`config.mk`:
```
export PLATFORM = sky130hd
export DESIGN_NAME = bus_bridge_slave
export DESIGN_NICKNAME = d
export VERILOG_FILES = /design/src/rtl/bus_bridge_slave.sv
export SDC_FILE = /design/constraint.sdc
export NUM_CORES = 1
export LEC_CHECK = 0
export CELL_PAD_IN_SITES_DETAIL_PLACEMENT = 0
export CELL_PAD_IN_SITES_GLOBAL_PLACEMENT = 1
export CORE_MARGIN = 5
export CORE_UTILIZATION = 50
export CTS_BUF_LIST = sky130_fd_sc_hd__clkbuf_8
export DETAILED_ROUTE_END_ITERATION = 12
export HOLD_SLACK_MARGIN = 0.08
export PLACE_DENSITY_LB_ADDON = 0.05
export SYNTH_ARGS = -nofsm -noshare
export SYNTH_HDL_FRONTEND = slang
export SYNTH_SLANG_ARGS = --single-unit
```
`constraint.sdc`:
```
create_clock -name clk -period 3.5 [get_ports clk]
set_clock_uncertainty 0.1 [all_clocks]
set_input_delay 0.7 -clock clk [delete_from_list [all_inputs] [get_ports clk]]
set_output_delay 0.7 -clock clk [all_outputs]
set_load 0.005 [all_outputs]
```
`src/rtl/bus_bridge_slave.sv`:
```
// rtl/bus_bridge_slave.sv - serial bus slave forwarding transactions as UART byte frames
// Optional BB_SLAVE_SPLIT_EN: assert ssplit while a read waits for the remote reply.
module bus_bridge_slave #(
  parameter int ADDR_WIDTH = 12,
  parameter int DATA_WIDTH = 8
) (
  input  logic       clk,
  input  logic       rstn,
  input  logic       swdata,
  input  logic       smode,
  input  logic       mvalid,
  output logic       srdata,
  output logic       svalid,
  output logic       sready,
  output logic       ssplit,
  output logic [7:0] u_tx_data,
  output logic       u_tx_en,
  input  logic       u_tx_busy,
  input  logic [7:0] u_rx_data,
  input  logic       u_rx_ready
);

  typedef enum logic [3:0] {
    IDLE, ADDR, WDATA, TX_HDR, TX_ADDR_L, TX_ADDR_H, TX_DATA, RX_WAIT, RDATA
  } state_t;

  localparam logic [4:0] ADDR_LAST = 5'(ADDR_WIDTH - 1);
  localparam logic [4:0] DATA_LAST = 5'(DATA_WIDTH - 1);

  state_t                  state, state_next;
  logic [ADDR_WIDTH-1:0]   addr_sr;
  logic [DATA_WIDTH-1:0]   wdata_sr;
  logic [DATA_WIDTH-1:0]   rdata_sr;
  logic                    mode;
  logic [4:0]              bit_cnt;
  logic [1:0]              hold;
  logic                    fire;
  logic                    can_fire;
  logic [7:0]              tx_byte;
  logic [15:0]             addr_ext;

  assign addr_ext = 16'(addr_sr);
  // hold covers the strobe cycle plus one more, so a late busy rise is not missed
  assign can_fire = (hold == 2'd0) && !u_tx_busy;
  assign sready   = (state == IDLE);

`ifdef BB_SLAVE_SPLIT_EN
  assign ssplit = (state == RX_WAIT);
`else
  assign ssplit = 1'b0;
`endif

  always_ff @(posedge clk or negedge rstn) begin
    if (!rstn) state <= IDLE;
    else       state <= state_next;
  end

  always_comb begin
    state_next = state;
    fire       = 1'b0;
    tx_byte    = 8'h00;
    case (state)
      IDLE:    if (mvalid) state_next = ADDR;
      ADDR:    if (mvalid && bit_cnt == ADDR_LAST) state_next = mode ? WDATA : TX_HDR;
      WDATA:   if (mvalid && bit_cnt == DATA_LAST) state_next = TX_HDR;
      TX_HDR: begin
        tx_byte = {7'b0, mode};
        if (can_fire) begin
          fire       = 1'b1;
          state_next = TX_ADDR_L;
        end
      end
      TX_ADDR_L: begin
        tx_byte = addr_ext[7:0];
        if (can_fire) begin
          fire       = 1'b1;
          state_next = TX_ADDR_H;
        end
      end
      TX_ADDR_H: begin
        tx_byte = addr_ext[15:8];
        if (can_fire) begin
          fire       = 1'b1;
          state_next = mode ? TX_DATA : RX_WAIT;
        end
      end
      TX_DATA: begin
        tx_byte = 8'(wdata_sr);
        if (can_fire) begin
          fire       = 1'b1;
          state_next = IDLE;
        end
      end
      RX_WAIT: if (u_rx_ready) state_next = RDATA;
      RDATA:   if (bit_cnt == DATA_LAST) state_next = IDLE;
      default: state_next = IDLE;
    endcase
  end

  always_ff @(posedge clk or negedge rstn) begin
    if (!rstn) begin
      addr_sr   <= '0;
      wdata_sr  <= '0;
      rdata_sr  <= '0;
      mode      <= 1'b0;
      bit_cnt   <= '0;
      hold      <= '0;
      srdata    <= 1'b0;
      svalid    <= 1'b0;
      u_tx_data <= 8'h00;
      u_tx_en   <= 1'b0;
    end else begin
      u_tx_en <= fire;
      if (fire) u_tx_data <= tx_byte;
      if (fire)              hold <= 2'd2;
      else if (hold != 2'd0) hold <= hold - 2'd1;
      case (state)
        IDLE: if (mvalid) begin
          addr_sr <= {swdata, addr_sr[ADDR_WIDTH-1:1]};
          mode    <= smode;
          bit_cnt <= 5'd1;
        end
        ADDR: if (mvalid) begin
          addr_sr <= {swdata, addr_sr[ADDR_WIDTH-1:1]};
          bit_cnt <= (bit_cnt == ADDR_LAST) ? 5'd0 : bit_cnt + 5'd1;
        end
        WDATA: if (mvalid) begin
          wdata_sr <= {swdata, wdata_sr[DATA_WIDTH-1:1]};
          bit_cnt  <= (bit_cnt == DATA_LAST) ? 5'd0 : bit_cnt + 5'd1;
        end
        RX_WAIT: if (u_rx_ready) begin
          rdata_sr <= u_rx_data >> 1;
          srdata   <= u_rx_data[0];
          svalid   <= 1'b1;
          bit_cnt  <= 5'd0;
        end
        RDATA: begin
          if (bit_cnt == DATA_LAST) begin
            srdata  <= 1'b0;
            svalid  <= 1'b0;
            bit_cnt <= 5'd0;
          end else begin
            srdata   <= rdata_sr[0];
            rdata_sr <= rdata_sr >> 1;
            bit_cnt  <= bit_cnt + 5'd1;
          end
        end
        default: ;
      endcase
    end
  end

endmodule

```
==> Word level (Yosys, flattened, before mapping) <==
Index checks and enable logic that the tools add are counted.
W data, S select, Z words.
{ "word_totals": {"register_bits": 51, "input_bits": 15, "word_cells": 88} }
{ "classes": {"n_mux": 33, "n_reduce_logical": 20, "eq_ne": 22, "n_addsub": 2} }
{ "op_table": {"columns": ["cell", "n"], "rows": [
  ["$mux W4", 9],
  ["$pmux W4 S9", 1],
  ["$pmux W8 S4", 1],
  ["$mux W5", 6],
  ["$pmux W5 S5", 1],
  ["$ne A2 B2 Y1 const B", 12],
  ["$eq A4 B3 Y1 const B", 4],
  ["$mux W8", 2],
  ["$pmux W8 S2", 1],
  ["$reduce_and A9 Y1", 1],
  ["$eq A4 B2 Y1 const B", 2],
  ["$mux W1", 8],
  ["$reduce_and A2 Y1", 4],
  ["$reduce_and A3 Y1", 2],
  ["$reduce_bool A2 Y1", 3],
  ["$add A5 B1 Y5 const B", 1],
  ["$eq A5 B3 Y1 const B", 1],
  ["$eq A5 B4 Y1 const B", 1],
  ["$reduce_and A5 Y1", 1],
  ["$reduce_bool A5 Y1", 1],
  ["$eq A4 B1 Y1 const B", 1],
  ["$eq A4 B4 Y1 const B", 1],
  ["$logic_not A4 Y1", 1],
  ["$mux W2", 2],
  ["7 further kinds", 10]
]} }

==> Logic depth before layout (Yosys ltp) <==
{ "depth": {"word_depth": 5, "mapped_depth": 7, "ltp_nobuf": 6} }

==> Worst setup path after synthesis <==
OpenSTA, ideal clock, no wires.
{ "synth_path": {"path_kind": "register to register", "from": "register state[3]", "to": "register bit_cnt[1]", "arrival_ps": 1643, "setup_slack_ps": 1632, "required_time_ps": 3275, "path_stages_with_launch": 6, "cell_sequence": "dfrtp_1 buf_6 maj3_1 o2bb2ai_1 and2_1 mux2_2"} }
{ "synth_between": {"elab_chain_len": 3, "elab_cells_between_ends": 12, "cone_classes": "eq/ne: 8; mux: 1; reduce/logical: 3"} }
{ "synth_lines": {"columns": ["item", "line_no", "source"], "rows": [
  ["start: declaration", "30", "state_t state, state_next;"],
  ["start signal: assignment", "55", "else state <= state_next;"],
  ["$eq A4 B4 Y1, or another cell as far along", "117", "case (state)"],
  ["$reduce_bool A5 Y1 (no source line) / $ne A2 B2 Y1 (equally long branches)", null, null],
  ["$reduce_and A5 Y1 (no source line)", null, null],
  ["end signal: assignment", "125", "bit_cnt <= (bit_cnt == ADDR_LAST) ? 5'd0 : bit_cnt + 5'd1;"],
  ["end signal: assignment", "129", "bit_cnt <= (bit_cnt == DATA_LAST) ? 5'd0 : bit_cnt + 5'd1;"],
  ["end signal: assignment", "145", "bit_cnt <= bit_cnt + 5'd1;"],
  ["end: declaration", "35", "logic [4:0] bit_cnt;"]
]} }
Parallel ways exist; a longest one is shown, timed or not.
A chain may end at the register's enable or synchronous reset.

==> Worst setup path after layout <==
{ "layout_path": {"from": "register state[1]", "to": "output sready"} }
{ "layout_between": {"elab_chain_len": 1} }
{ "layout_lines": {"columns": ["item", "line_no", "source"], "rows": [
  ["$logic_not A4 Y1", "45", "assign sready = (state == IDLE);"],
  ["end: declaration", "14", "output logic sready,"]
]} }
Every way passes these cells.

==> results.yml <==
pwr:
  total_power_uw: 2490
  combPwrFrac_pct: 42.7
  seqPwrFrac_pct: 43.9
  switching_share_pct: 38.3
  p_sw_uw: 953
  leakage_uw: 0.00125
  power.internal_uw: 1540
  power_density_nw_per_um2: 838
  ir_drop_mv: 0.372
  clkPwrFrac_pct: 13.5
status:
  status: "completed"
setup_path:
  cp-end-kind: "primary output"
  cpMaxStageDelayCell: "dfrtp_1"
  crit_chain: "nor4_1 > clkdlybuf4s50_1"
  slowest_delay_ns: 0.69
  crit_required_ns: 2.70
  critPathKind: "register to primary output"
  crit_path_max_fanout: 24
  worstPathArrival_ns: 1.94
  start_kind: "register"
floorplan:
  ioPinCount: 28
  coreArea_um2: 5070
  row_count: 26
  die_h_um: 81.9
  die-width_um: 81.9
  start_util_pct: 51.0
  die-area_um2: 6710
cts:
  post_cts_resized: 0
  postCtsSetupBuffers: 0
  hold_buffers: 0
  cts_buffer_depth: 2
  cts_tree: "built"
  clockRootBuffer: "clkbuf_8"
  clock_latency_ns: 0.31
  clkSinkCount: 50
  htree_num_levels: 2
  tritoncts.num_buffers: 5
  clk_pin_slew_worst_paths_ns: 0.09
placed_design:
  gp_congestion: 0.817
  place_area_um2: 2890
  dp_cells: 319
  io_buffer_count: 26
  place_hpwl_um: 3610
synthesis:
  synth_fp_nets: 247
  synth_cell_type_count: 54
  synthAdderAreaFrac_pct: 1.35
  synth-async-reset-ratio_pct: 100
  synth_compound_area_share_pct: 14.5
  synthSimpleGateAreaFrac_pct: 15.0
  syn_area_per_cell_um2: 11.2
  yosysSeqAreaShare_pct: 48.4
  synth.mux.area_fraction_pct: 14.7
  synth_edf_count: 0
  ys_ff_latch: 50
  post_synth_instance_area_um2: 2590
  synthFlopType: "dfrtp_1"
  synth_xor_area_share_pct: 0.967
  synth_top_family_by_area: "simple AND/OR/NAND/NOR gates"
  syn_inst: 230
  yosys_warnings: 0
layout:
  instances_no_fill: 326
  area_growth_pct: 14.8
  final-seq-area_um2: 1250
  layout-drive-gt1-share_pct: 19.5
  multi_input_area_um2: 1210
  fin_area_um2: 2970
  fin_util_pct: 58.6
  nets: 273
  fill_cells: 464
  diodes: 0
timing:
  fmax_mhz: 365
  finalCritPeriodShare_pct: 78.3
  maxSlewViolCount: 0
  fin_setup_tns_ns: 0
  rsz0062_at_grt: "false"
  tightest_slew_ns: 0.825
  hold_viol: 0
  setup_viol: 0
  fin_crit_ns: 2.74
  relSlewSlack_pct: 45.0
detailed_routing:
  vias: 1795
  wl_per_cell_um: 16.0
  drc: 0
  via_per_inst: 5.51
  drt-total-wl_um: 5210
  antenna_left: 0
  first_iter_violations: 81
  dr.pass1.iters: 4
global_routing:
  grt_pass1_wl_um: 9020
  track_usage_pct: 17.2
  grt-ovfl-total: 0
  antenna_found_initial: 0
  grt_pass1_vias: 1811
  grt_max_degree: 33
flow_run:
  max-cap-violations: 0
min_path:
  min_path_type: "input pin to asynchronous set/reset pin"
power groups by stage:
stage	clock [uW]	sequential, uW	combinational, uW
2_1_floorplan	0	975	862
3_3_place_gp	0	1100	1050
3_5_place_dp	0	1110	1060
4_1_cts	346	1090	1070
5_1_grt	368	1140	1190
6_report	336	1090	1060
path summary, 6_finish.rpt:
check	from	to	slack, ns	cells past startpoint
worst max-delay path	state[1]	sready	0.76	2
worst min-delay path	rstn	bit_cnt[3]	0.34	1
worst max register to register	state[1]	u_tx_data[4]	1.14	5
worst min register to register	hold[0]	hold[0]	0.36	1
max in group asynchronous	rstn	addr_sr[0]	2.20	2
min in group clk	hold[0]	hold[0]	0.36	1
per-stage QoR:
step,hold WS (ns),setup slack (ns)
after floorplan,0.304,1.63
after global placement,0.344,1.06
after detailed placement,0.356,1.09
after CTS,0.369,0.723
after global routing,0.381,0.574
final,0.345,0.760
cell usage after synthesis (3+ instances only):
cell	n	area, um2
mux2i_1	10	100
buf_6	4	45.0
o21ai_0	15	75.1
a22oi_1	4	30.0
nand3_1	4	20.0
nor4_1	3	18.8
mux2_2	25	282
a21oi_1	7	35.0
buf_2	6	30.0
inv_1	11	41.3
nor2_1	10	37.5
nor2b_1	3	18.8
and2_1	4	25.0
nand2_1	17	63.8
nor3_1	5	25.0
a31oi_1	3	18.8
or3_1	3	18.8
dfrtp_1	50	1250
area by class of cell:
| type | instances | area share, % |
|---|---|---|
| Tap cell | 70 | 2.95 |
| Multi-Input combinational cell | 157 | 40.9 |
| Timing Repair Buffer | 31 | 9.85 |
| Sequential cell | 50 | 42.1 |
| Clock buffer | 5 | 2.32 |
| Inverter | 11 | 1.39 |
| Clock inverter | 2 | 0.505 |
state kept, by name, summed over array words and instances (netlist names):
signal     flops
addr_sr       12
u_tx_data      8
wdata_sr       8
rdata_sr       7
bit_cnt        5
state          4
hold           2
mode           1
srdata         1
svalid         1
u_tx_en        1
layer usage:
metal  vias up  wire (um)  track usage, %
met4         0         47            3.49
met2        27       2360            25.9
met3         5        180            4.39
li1        886          -               -
met5         -          0               0
met1       877       2630            25.0
layout by cell type, fill, tap and decap left out, types with 3 or more instances in the layout:
cell	netlist	layout
dfrtp_1	50	50
mux2_2	25	25
clkdlybuf4s50_1	0	25
nand2_1	17	17
o21ai_0	15	15
inv_1	11	11
nor2_1	10	10
mux2i_1	10	10
a21oi_1	7	7
nor3_1	5	5
clkbuf_8	0	5
buf_4	1	5
nand3_1	4	4
and2_1	4	4
a22oi_1	4	4
nor4_1	3	3
or3_1	3	3
nor2b_1	3	3
a31oi_1	3	3
critical path, delay by kind of cell (launching register included):
kind / cells / cell delay (ns)
buffers and inverters: 1 / 0.56
flip-flops: 1 / 0.69
AND/OR/NAND/NOR: 1 / 0.37
cell families (layout without fill, tap and decap cells):
family / Yosys count / count (layout)
AOI/OAI and AO/OA: 50 / 50
xor gates and xnor gates: 2 / 2
adders and majority gates: 3 / 3
buffers and inverters: 23 / 49
DFF: 50 / 50
muxes: 35 / 35
other: 1 / 1
and+or+nand+nor: 66 / 66
(Power assumes the default switching activity.)
